File: config.mk
export PLATFORM = sky130hd
export DESIGN_NAME = muldiv_iter
export DESIGN_NICKNAME = d
export VERILOG_FILES = /design/src/rtl/muldiv_iter.sv
export SDC_FILE = /design/constraint.sdc
export NUM_CORES = 1
export LEC_CHECK = 0
export BUFFER_PORTS_ARGS = -buffer_cell sky130_fd_sc_hd__buf_2
export CORE_AREA = 3 3 189 191
export DETAILED_ROUTE_END_ITERATION = 7
export DIE_AREA = 0 0 192 194
export HOLD_SLACK_MARGIN = 0.05
export PLACE_DENSITY = 0.53
export SYNTH_ARGS = -nofsm -noshare
export SYNTH_HDL_FRONTEND = slang
export SYNTH_SLANG_ARGS = --single-unit
File: constraint.sdc
create_clock -name clk -period 7.2 [get_ports clk]
set_input_delay 1.44 -clock clk [delete_from_list [all_inputs] [get_ports clk]]
set_output_delay 1.44 -clock clk [all_outputs]
set_load 0.03 [all_outputs]
File: src/rtl/muldiv_iter.sv
// muldiv_iter -- iterative integer multiply / divide unit.
//
// One operand bit is processed per cycle: radix-2 shift-add for multiply and
// restoring division for divide. Both work on operand magnitudes. The sign
// correction is applied on the cycle that enters DONE.
//
// Optional feature macro: MULDIV_ITER_DIV_EN
//   defined   : the divider is built (quotient in lo_o, remainder in hi_o).
//   undefined : no divider logic. An op_i=1 request goes straight to DONE
//               and returns hi_o = lo_o = 0.
//
// Ports
//   clk       in   sole clock, rising edge
//   reset     in   asynchronous, active-high
//   valid_i   in   request present
//   op_i      in   0 = multiply, 1 = divide
//   signed_i  in   1 = two's complement operands, 0 = unsigned
//   a_i       in   multiplicand / dividend
//   b_i       in   multiplier / divisor
//   flush_i   in   abort the operation in flight (blocks any accept)
//   ready_o   out  request can be accepted this cycle (IDLE or DONE)
//   done_o    out  one-cycle pulse while in DONE
//   hi_o      out  product upper half / remainder
//   lo_o      out  product lower half / quotient
module muldiv_iter #(
    parameter int WIDTH = 32
) (
    input  logic             clk,
    input  logic             reset,
    input  logic             valid_i,
    input  logic             op_i,
    input  logic             signed_i,
    input  logic [WIDTH-1:0] a_i,
    input  logic [WIDTH-1:0] b_i,
    input  logic             flush_i,
    output logic             ready_o,
    output logic             done_o,
    output logic [WIDTH-1:0] hi_o,
    output logic [WIDTH-1:0] lo_o
);

    localparam int CW = $clog2(WIDTH);
    localparam logic [CW-1:0] LAST = CW'(WIDTH - 1);

    typedef enum logic [1:0] {IDLE, RUN, DONE} state_t;

    state_t             state_q, state_d;
    logic [CW-1:0]      cnt_q, cnt_d;
    // Shared working register.
    //   multiply: {partial product, multiplier}
    //   divide:   {remainder, dividend/quotient}
    logic [2*WIDTH-1:0] acc_q, acc_d;
    // Operand magnitude: multiplicand for multiply, divisor for divide.
    logic [WIDTH-1:0]   m_q, m_d;
    // Negate the product or quotient at the end.
    logic               neg_q, neg_d;
    logic [WIDTH-1:0]   hi_q, hi_d;
    logic [WIDTH-1:0]   lo_q, lo_d;
`ifdef MULDIV_ITER_DIV_EN
    logic               op_q, op_d;
    logic               rem_neg_q, rem_neg_d;
    logic               dz_q, dz_d;
    logic [WIDTH-1:0]   a_raw_q, a_raw_d;
`endif

    logic               accept;
    logic               a_neg, b_neg;
    logic [WIDTH-1:0]   a_mag, b_mag;
    logic [WIDTH:0]     mul_sum;
    logic [2*WIDTH-1:0] mul_next;
    logic [2*WIDTH-1:0] step_res;
    logic [2*WIDTH-1:0] fin;

    assign ready_o = (state_q != RUN);
    assign done_o  = (state_q == DONE);
    assign hi_o    = hi_q;
    assign lo_o    = lo_q;

    assign accept = valid_i && ready_o && !flush_i;
    assign a_neg  = signed_i & a_i[WIDTH-1];
    assign b_neg  = signed_i & b_i[WIDTH-1];
    // The magnitude of -2^(WIDTH-1) is 2^(WIDTH-1), which still fits in WIDTH
    // unsigned bits.
    assign a_mag  = a_neg ? -a_i : a_i;
    assign b_mag  = b_neg ? -b_i : b_i;

    // Shift-add step. The carry out of the add shifts into the top bit.
    assign mul_sum  = {1'b0, acc_q[2*WIDTH-1:WIDTH]} + (acc_q[0] ? {1'b0, m_q} : '0);
    assign mul_next = {mul_sum, acc_q[WIDTH-1:1]};

`ifdef MULDIV_ITER_DIV_EN
    logic [WIDTH:0]     rem_sh;
    logic [WIDTH:0]     trial;
    logic [2*WIDTH-1:0] div_next;
    logic [WIDTH-1:0]   quo;
    logic [WIDTH-1:0]   rem;

    // Restoring step. The shifted remainder is below 2*divisor, so one extra
    // bit is enough for the compare. A successful subtract leaves a result
    // that fits back in WIDTH bits.
    assign rem_sh   = {acc_q[2*WIDTH-1:WIDTH], acc_q[WIDTH-1]};
    assign trial    = rem_sh - {1'b0, m_q};
    assign div_next = (rem_sh >= {1'b0, m_q})
                    ? {trial[WIDTH-1:0],  acc_q[WIDTH-2:0], 1'b1}
                    : {rem_sh[WIDTH-1:0], acc_q[WIDTH-2:0], 1'b0};

    assign step_res = op_q ? div_next : mul_next;
    assign quo      = step_res[WIDTH-1:0];
    assign rem      = step_res[2*WIDTH-1:WIDTH];

    // Divide by zero returns the raw dividend with no sign fix-up.
    // -2^(W-1) / -1 needs no special case: the quotient magnitude 2^(W-1)
    // already reads back as -2^(W-1).
    always_comb begin
        if (!op_q)
            fin = neg_q ? ('0 - step_res) : step_res;
        else if (dz_q)
            fin = {a_raw_q, {WIDTH{1'b1}}};
        else
            fin = {rem_neg_q ? -rem : rem, neg_q ? -quo : quo};
    end
`else
    assign step_res = mul_next;
    assign fin      = neg_q ? ('0 - step_res) : step_res;
`endif

    always_comb begin
        state_d = state_q;
        cnt_d   = cnt_q;
        acc_d   = acc_q;
        m_d     = m_q;
        neg_d   = neg_q;
        hi_d    = hi_q;
        lo_d    = lo_q;
`ifdef MULDIV_ITER_DIV_EN
        op_d      = op_q;
        rem_neg_d = rem_neg_q;
        dz_d      = dz_q;
        a_raw_d   = a_raw_q;
`endif

        unique case (state_q)
            IDLE: ;
            RUN: begin
                if (flush_i) begin
                    state_d = IDLE;
                end else begin
                    acc_d = step_res;
                    cnt_d = cnt_q + CW'(1);
                    if (cnt_q == LAST) begin
                        state_d      = DONE;
                        {hi_d, lo_d} = fin;
                    end
                end
            end
            DONE:    state_d = IDLE;
            default: state_d = IDLE;
        endcase

        // An accept can only happen in IDLE or DONE. It overrides the default
        // next state above, which gives the back-to-back DONE -> RUN path.
        if (accept) begin
            cnt_d   = '0;
            neg_d   = a_neg ^ b_neg;
            acc_d   = op_i ? {{WIDTH{1'b0}}, a_mag} : {{WIDTH{1'b0}}, b_mag};
            m_d     = op_i ? b_mag : a_mag;
            state_d = RUN;
`ifdef MULDIV_ITER_DIV_EN
            op_d      = op_i;
            rem_neg_d = a_neg;
            dz_d      = (b_i == '0);
            a_raw_d   = a_i;
`else
            if (op_i) begin
                state_d = DONE;
                hi_d    = '0;
                lo_d    = '0;
            end
`endif
        end
    end

    always_ff @(posedge clk or posedge reset) begin
        if (reset) begin
            state_q <= IDLE;
            cnt_q   <= '0;
            acc_q   <= '0;
            m_q     <= '0;
            neg_q   <= 1'b0;
            hi_q    <= '0;
            lo_q    <= '0;
        end else begin
            state_q <= state_d;
            cnt_q   <= cnt_d;
            acc_q   <= acc_d;
            m_q     <= m_d;
            neg_q   <= neg_d;
            hi_q    <= hi_d;
            lo_q    <= lo_d;
        end
    end

`ifdef MULDIV_ITER_DIV_EN
    always_ff @(posedge clk or posedge reset) begin
        if (reset) begin
            op_q      <= 1'b0;
            rem_neg_q <= 1'b0;
            dz_q      <= 1'b0;
            a_raw_q   <= '0;
        end else begin
            op_q      <= op_d;
            rem_neg_q <= rem_neg_d;
            dz_q      <= dz_d;
            a_raw_q   <= a_raw_d;
        end
    end
`endif

endmodule

======== Yosys cells after proc, flatten, opt, wreduce, memory -nomap -nowiden ========
Cells that the tools add are included.
storage, ports and cells
  flip-flop bits (word level) ............. 168
  bits in latches ......................... 0
  RAM bits ................................ 0
  bits in read-only memories .............. 0
  input port bits ......................... 70
  output and inout bits ................... 66
  word-level logic and storage cells ...... 56
  memories kept ........................... 0
cells by class
  add/subtract/negate cells ............... 5
  multipliers ............................. 0
  divide/modulo/power cells ............... 0
  $lt $le $gt $ge ......................... 0
  eq/ne operators ......................... 7
  shift operators ......................... 0
  multiplexer cells ....................... 27
  bitwise operators ....................... 3
  reductions and logical operators ........ 7
operator list
  operator                                               count
  two-way mux 32 bit                                     15
  two-way mux 64 bit                                     4
  negation 32 bit                                        2
  subtractor 1 x 64 -> 64 bit, first input constant      1
  adder 32 x 32 -> 33 bit                                1
  two-way mux 5 bit                                      3
  two-way mux 2 bit                                      4
  adder 5 x 1 -> 5 bit, second input constant            1
  == test 5 bit, second input constant                   1
  inequality test 2 x 1 -> 1 bit, second input constant  2
  inequality test 4 bit, second input constant           1
  case mux 2 bit (2 select lines)                        1
  AND reduction 2 bit                                    2
  AND 1 bit                                              2
  == test 2 x 1 -> 1 bit, second input constant          1
  == test 2 bit, second input constant                   1
  logical AND 1 bit                                      2
  logical NOT 2 bit                                      1
  inequality test 2 bit, second input constant           1
  nonzero test 2 bit                                     1
  logical NOT 1 bit                                      1
  bitwise XOR 1 bit                                      1

======== Logic depth before layout (Yosys ltp) ========
  depth after elaboration ................. 9
  mapped depth ............................ 15
  mapped depth without buffers ............ 13

======== Worst setup path after synthesis ========
Ideal clock, no wire load.
  kind .................................... register -> register
  start point ............................. reg acc_q[0]
  end point ............................... reg hi_q[26] (netlist: hi_o[26])
  library setup time ...................... 69 ps
  data arrival time ....................... 3972 ps
  data required time ...................... 7131 ps
  path slack .............................. 3159 ps
  stages on the path, launching flop included .. 16
  path buffers ............................ 2
  period minus slack after synthesis ...... 4041 ps
  path through ............................ dfrtp_1 -> clkbuf_1 -> and2_1 -> ha_1 -> fa_1 -> a21o_1 -> a221o_1 -> a21oi_1 -> o31ai_1 -> xor2_1 -> a2111oi_0 -> nand4bb_1 -> clkbuf_1 -> or2_0 -> or4_1 -> nand3_1
on the way
  word-level cells in the longest chain between the ends .. 9
RTL lines
  element                      RTL line  RTL
  start: declaration           52        logic [2*WIDTH-1:0] acc_q, acc_d;
  start signal: assignment     187       acc_q <= '0;
  start signal: assignment     195       acc_q <= acc_d;
  two-way mux 32 bit (*)       88        assign mul_sum = {1'b0, acc_q[2*WIDTH-1:WIDTH]} + (acc_q[0] ? {1'b0, m_q} : '0);
  adder 32 x 32 -> 33 bit (*)  88
  subtractor 1 x 64 -> 64 bit  124       assign fin = neg_q ? ('0 - step_res) : step_res;
  two-way mux 64 bit (*)       124
  two-way mux 32 bit (*)       150       if (cnt_q == LAST) begin
  two-way mux 32 bit (*)       145       if (flush_i) begin
  two-way mux 32 bit (*)       142       unique case (state_q)
  two-way mux 32 bit           174       if (op_i) begin
  two-way mux 32 bit (*)       162       if (accept) begin
  named net hi_d[26]           57        logic [WIDTH-1:0] hi_q, hi_d;
  end signal: assignment       198       hi_q <= hi_d;
  end: declaration             57
The timed path passes the listed nets; every way through them passes the cells marked *.
A chain may end at the register's enable or synchronous reset.

======== Worst setup path after layout ========
  start point ............................. reg acc_q[0]
  end point ............................... reg hi_q[15] (netlist: hi_o[15])
Same word-level chain as after synthesis.

==> metrics <==
TritonCTS clock tree done; crit path cell chain and2_1 -> ha_1 -> fa_1 -> a21o_1 -> a221oi_1 -> o21ai_0 -> xnor2_1 -> nand4_2 -> or4_1 -> o21ai_0 -> xor2_1 -> a211oi_1; EDFF count, synth 0; most numerous cell on the critical path o21ai_0; vias in the first global route 10333; setup ws final 2040 ps; clock buffer depth 2; core area between 0.03 and 0.04 mm2; multi-input logic area 0.00726 mm2; Total GRT Usage 21.1%; Die W 192 um; WS Path Type reg -> reg; CP required 7490 ps; post_cts resized 0; Routability Congestion 0.900; CP max stage cell xnor2_1; layout cells sized above 1 13.4%; Worst Setup End Kind register; H-tree levels 4; Post-DRT Antenna Nets 0; Vias 10998; pins over their slew limit 0; Finished Core Util 39.3%; DR DRC count 0; fill cell count 3581; CP Launch Type register; unrepaired setup endpoints after global routing no; WL/cell 19.8 um; PwrDens 268 mW/mm2; Synth area leader dfrtp_1; clk_skew 13.1 ps; Initial Utilization 34.6%; outcome finished, final reports clean; WHS Endpoint m_q[4]; Async SR Flop Fraction 100%; clock slew at reported path FFs approximately 80 ps; Inserted Diodes 0; Setup WS pre-CTS around 1700 ps; Sequential cell area 0.00421 mm2; Rows around 70; Max Cap Viol 0; Post-Syn Area per Cell 8.23 um2; Main synth FF type dfrtp_1; IO Port Bufs between 100 and 150; Fin Setup TNS 0 ps; final hold vios 0; Reg2Reg Depth 12; hold path startpoint m_q[4]; vias per cell 5.53; Worst path max stage delay approximately 740 ps; crit share post-route 71.6%; FF-to-FF Start acc_q[0]; setup bufs post-CTS 0; Die Area 0.0372 mm2; library cells used by synthesis 72; # hold bufs at CTS 0; r2r setup slk 2040 ps; Seq cells post-synth 168; Max FO, Critical Path 33; Pwr Total 3610 uW; post-synth top area share 35.4%; Worst Path Arrival 5450 ps; Yosys warnings 0; Synth Cell Area about 0.012 mm2; final setup vio count 0; CP Depth 12; root buf cell clkbuf_16; TritonCTS Buffers 17; ranking of synthesized cells by area dfrtp_1 (35%), o21ai_0 (5.9%), xor2_1 (5.7%); initial antenna violation count 0; Layout Cells excl Fill 1988; dpl hpwl 30400 um; Initial DRC Count 948; Mapped Nets 1551; Rel. slew slack 32.4%; largest net degree at the start of global routing 107; clk sink count 168; worst hold path depth 2; HP Class reg -> reg; Final min period 5160 ps; Top Ports 136; FF-to-FF End hi_o[15]; worst-margin pin slew 1010 ps; cell count after synthesis 1443; cell family with most CP delay compound AO/OA/AOI/OAI gates; nets ~1600; CP Buf/Inv Count 0; WL final 39400 um; Area Growth Syn to Fin 13.3%; Placed Cells incl. Taps 1955; global-route wire length before repair a little over 60000 um; Congestion Overflow GR 0; Highest Clock Rate 0.194 GHz; Clock Latency Late Sink 440 ps; P_leak 0.00586 uW; share of the yosys chip area belonging to registers 35.4%; Chip Height 194 um; drt first pass iters 6; Peak VDD IR 0.171 mV
## flip-flops by register name, indices dropped and copies added (netlist names)
signal and count:
acc_q 64, cnt_q 5, hi_o 32, lo_o 32, m_q 32, neg_q 1
state_q 2
## cells by family (layout without fill, tap and decap cells)
family,Yosys count,after routing,synth area share (%)
buf+inv,111,201,3.58
xor+xnor,139,139,10.2
mux,8,8,0.685
simple gates,501,501,20.4
flops,168,168,35.4
fa+ha+maj,38,38,4.07
compound gates,478,478,25.7
## Yosys cell counts, drive strengths merged, types with 7 or more instances
cell type	count
dfrtp	168
nor2	153
nand2	147
o21ai	140
a21oi	111
a211oi	80
xor2	77
clkbuf	76
xnor2	62
and2	40
ha	37
nor3	32
a22o	31
o31ai	27
inv	19
or3	18
buf	15
nand3	14
nand4	14
a21o	13
a22oi	13
nor4	12
or4	12
and3	11
nor2b	10
a31oi	9
nand2b	9
o41ai	8
mux2i	7
o221ai	7
## worst min-delay path, delay by kind of cell (launching register included)
kind | cells | cell delay [ps]
flip-flops | 1 | 340
AND/OR/NAND/NOR | 1 | 50
AO/OA/AOI/OAI | 1 | 60
## through the flow
stage | hold slack (ps) | cell area (um2)
2_1_floorplan | 442 | 11900
3_3_place_gp | 459 | 12900
3_5_place_dp | 467 | 12900
4_1_cts | 484 | 13500
5_1_grt | 516 | 13500
6_report | 476 | 13500
## routing by layer
metal,track usage [%],up-vias,part of all wire (%)
met5,0,-,0
met4,5.23,0,2.0
met3,2.84,40,4.7
met2,32.3,297,44
met1,31.4,5251,49
li1,-,5410,-
## worst max-delay path by stage
stage / end / from
after floorplan: acc_q[0] / reset
after global placement: hi_o[30] / acc_q[0]
after detailed placement: hi_o[30] / acc_q[0]
after CTS: hi_o[30] / acc_q[0]
after global routing: hi_o[15] / acc_q[0]
final: hi_o[15] / acc_q[0]
## layout by cell type (no fill, tap or decap), drive strengths merged, types with 7 or more instances in the layout
master,instances
dfrtp,168
nor2,153
buf,148
nand2,147
o21ai,140
a21oi,111
a211oi,80
xor2,77
xnor2,62
and2,40
ha,37
nor3,32
a22o,31
o31ai,27
inv,27
clkbuf,19
or3,18
nand3,14
nand4,14
a22oi,13
a21o,13
nor4,12
or4,12
and3,11
nor2b,10
nand2b,9
a31oi,9
o41ai,8
mux2i,7
o221ai,7
## area by class of cell
type	instances	area share (%)
inverters	20	0.595
well taps	455	4.23
repair buffers	149	5.78
multi-input cells	1164	54.0
clock inverters	14	0.985
clock buffers	18	3.19
flip-flops and latches	168	31.2
## power by group
| part | total, uW | switching (uW) | internal, uW |
|---|---|---|---|
| Combinational | 1430 | 927 | 500 |
| Sequential | 1270 | 183 | 1090 |
| Clock | 910 | 451 | 459 |
| Total | 3610 | 1560 | 2050 |
Power figures use the tool's default switching activity.
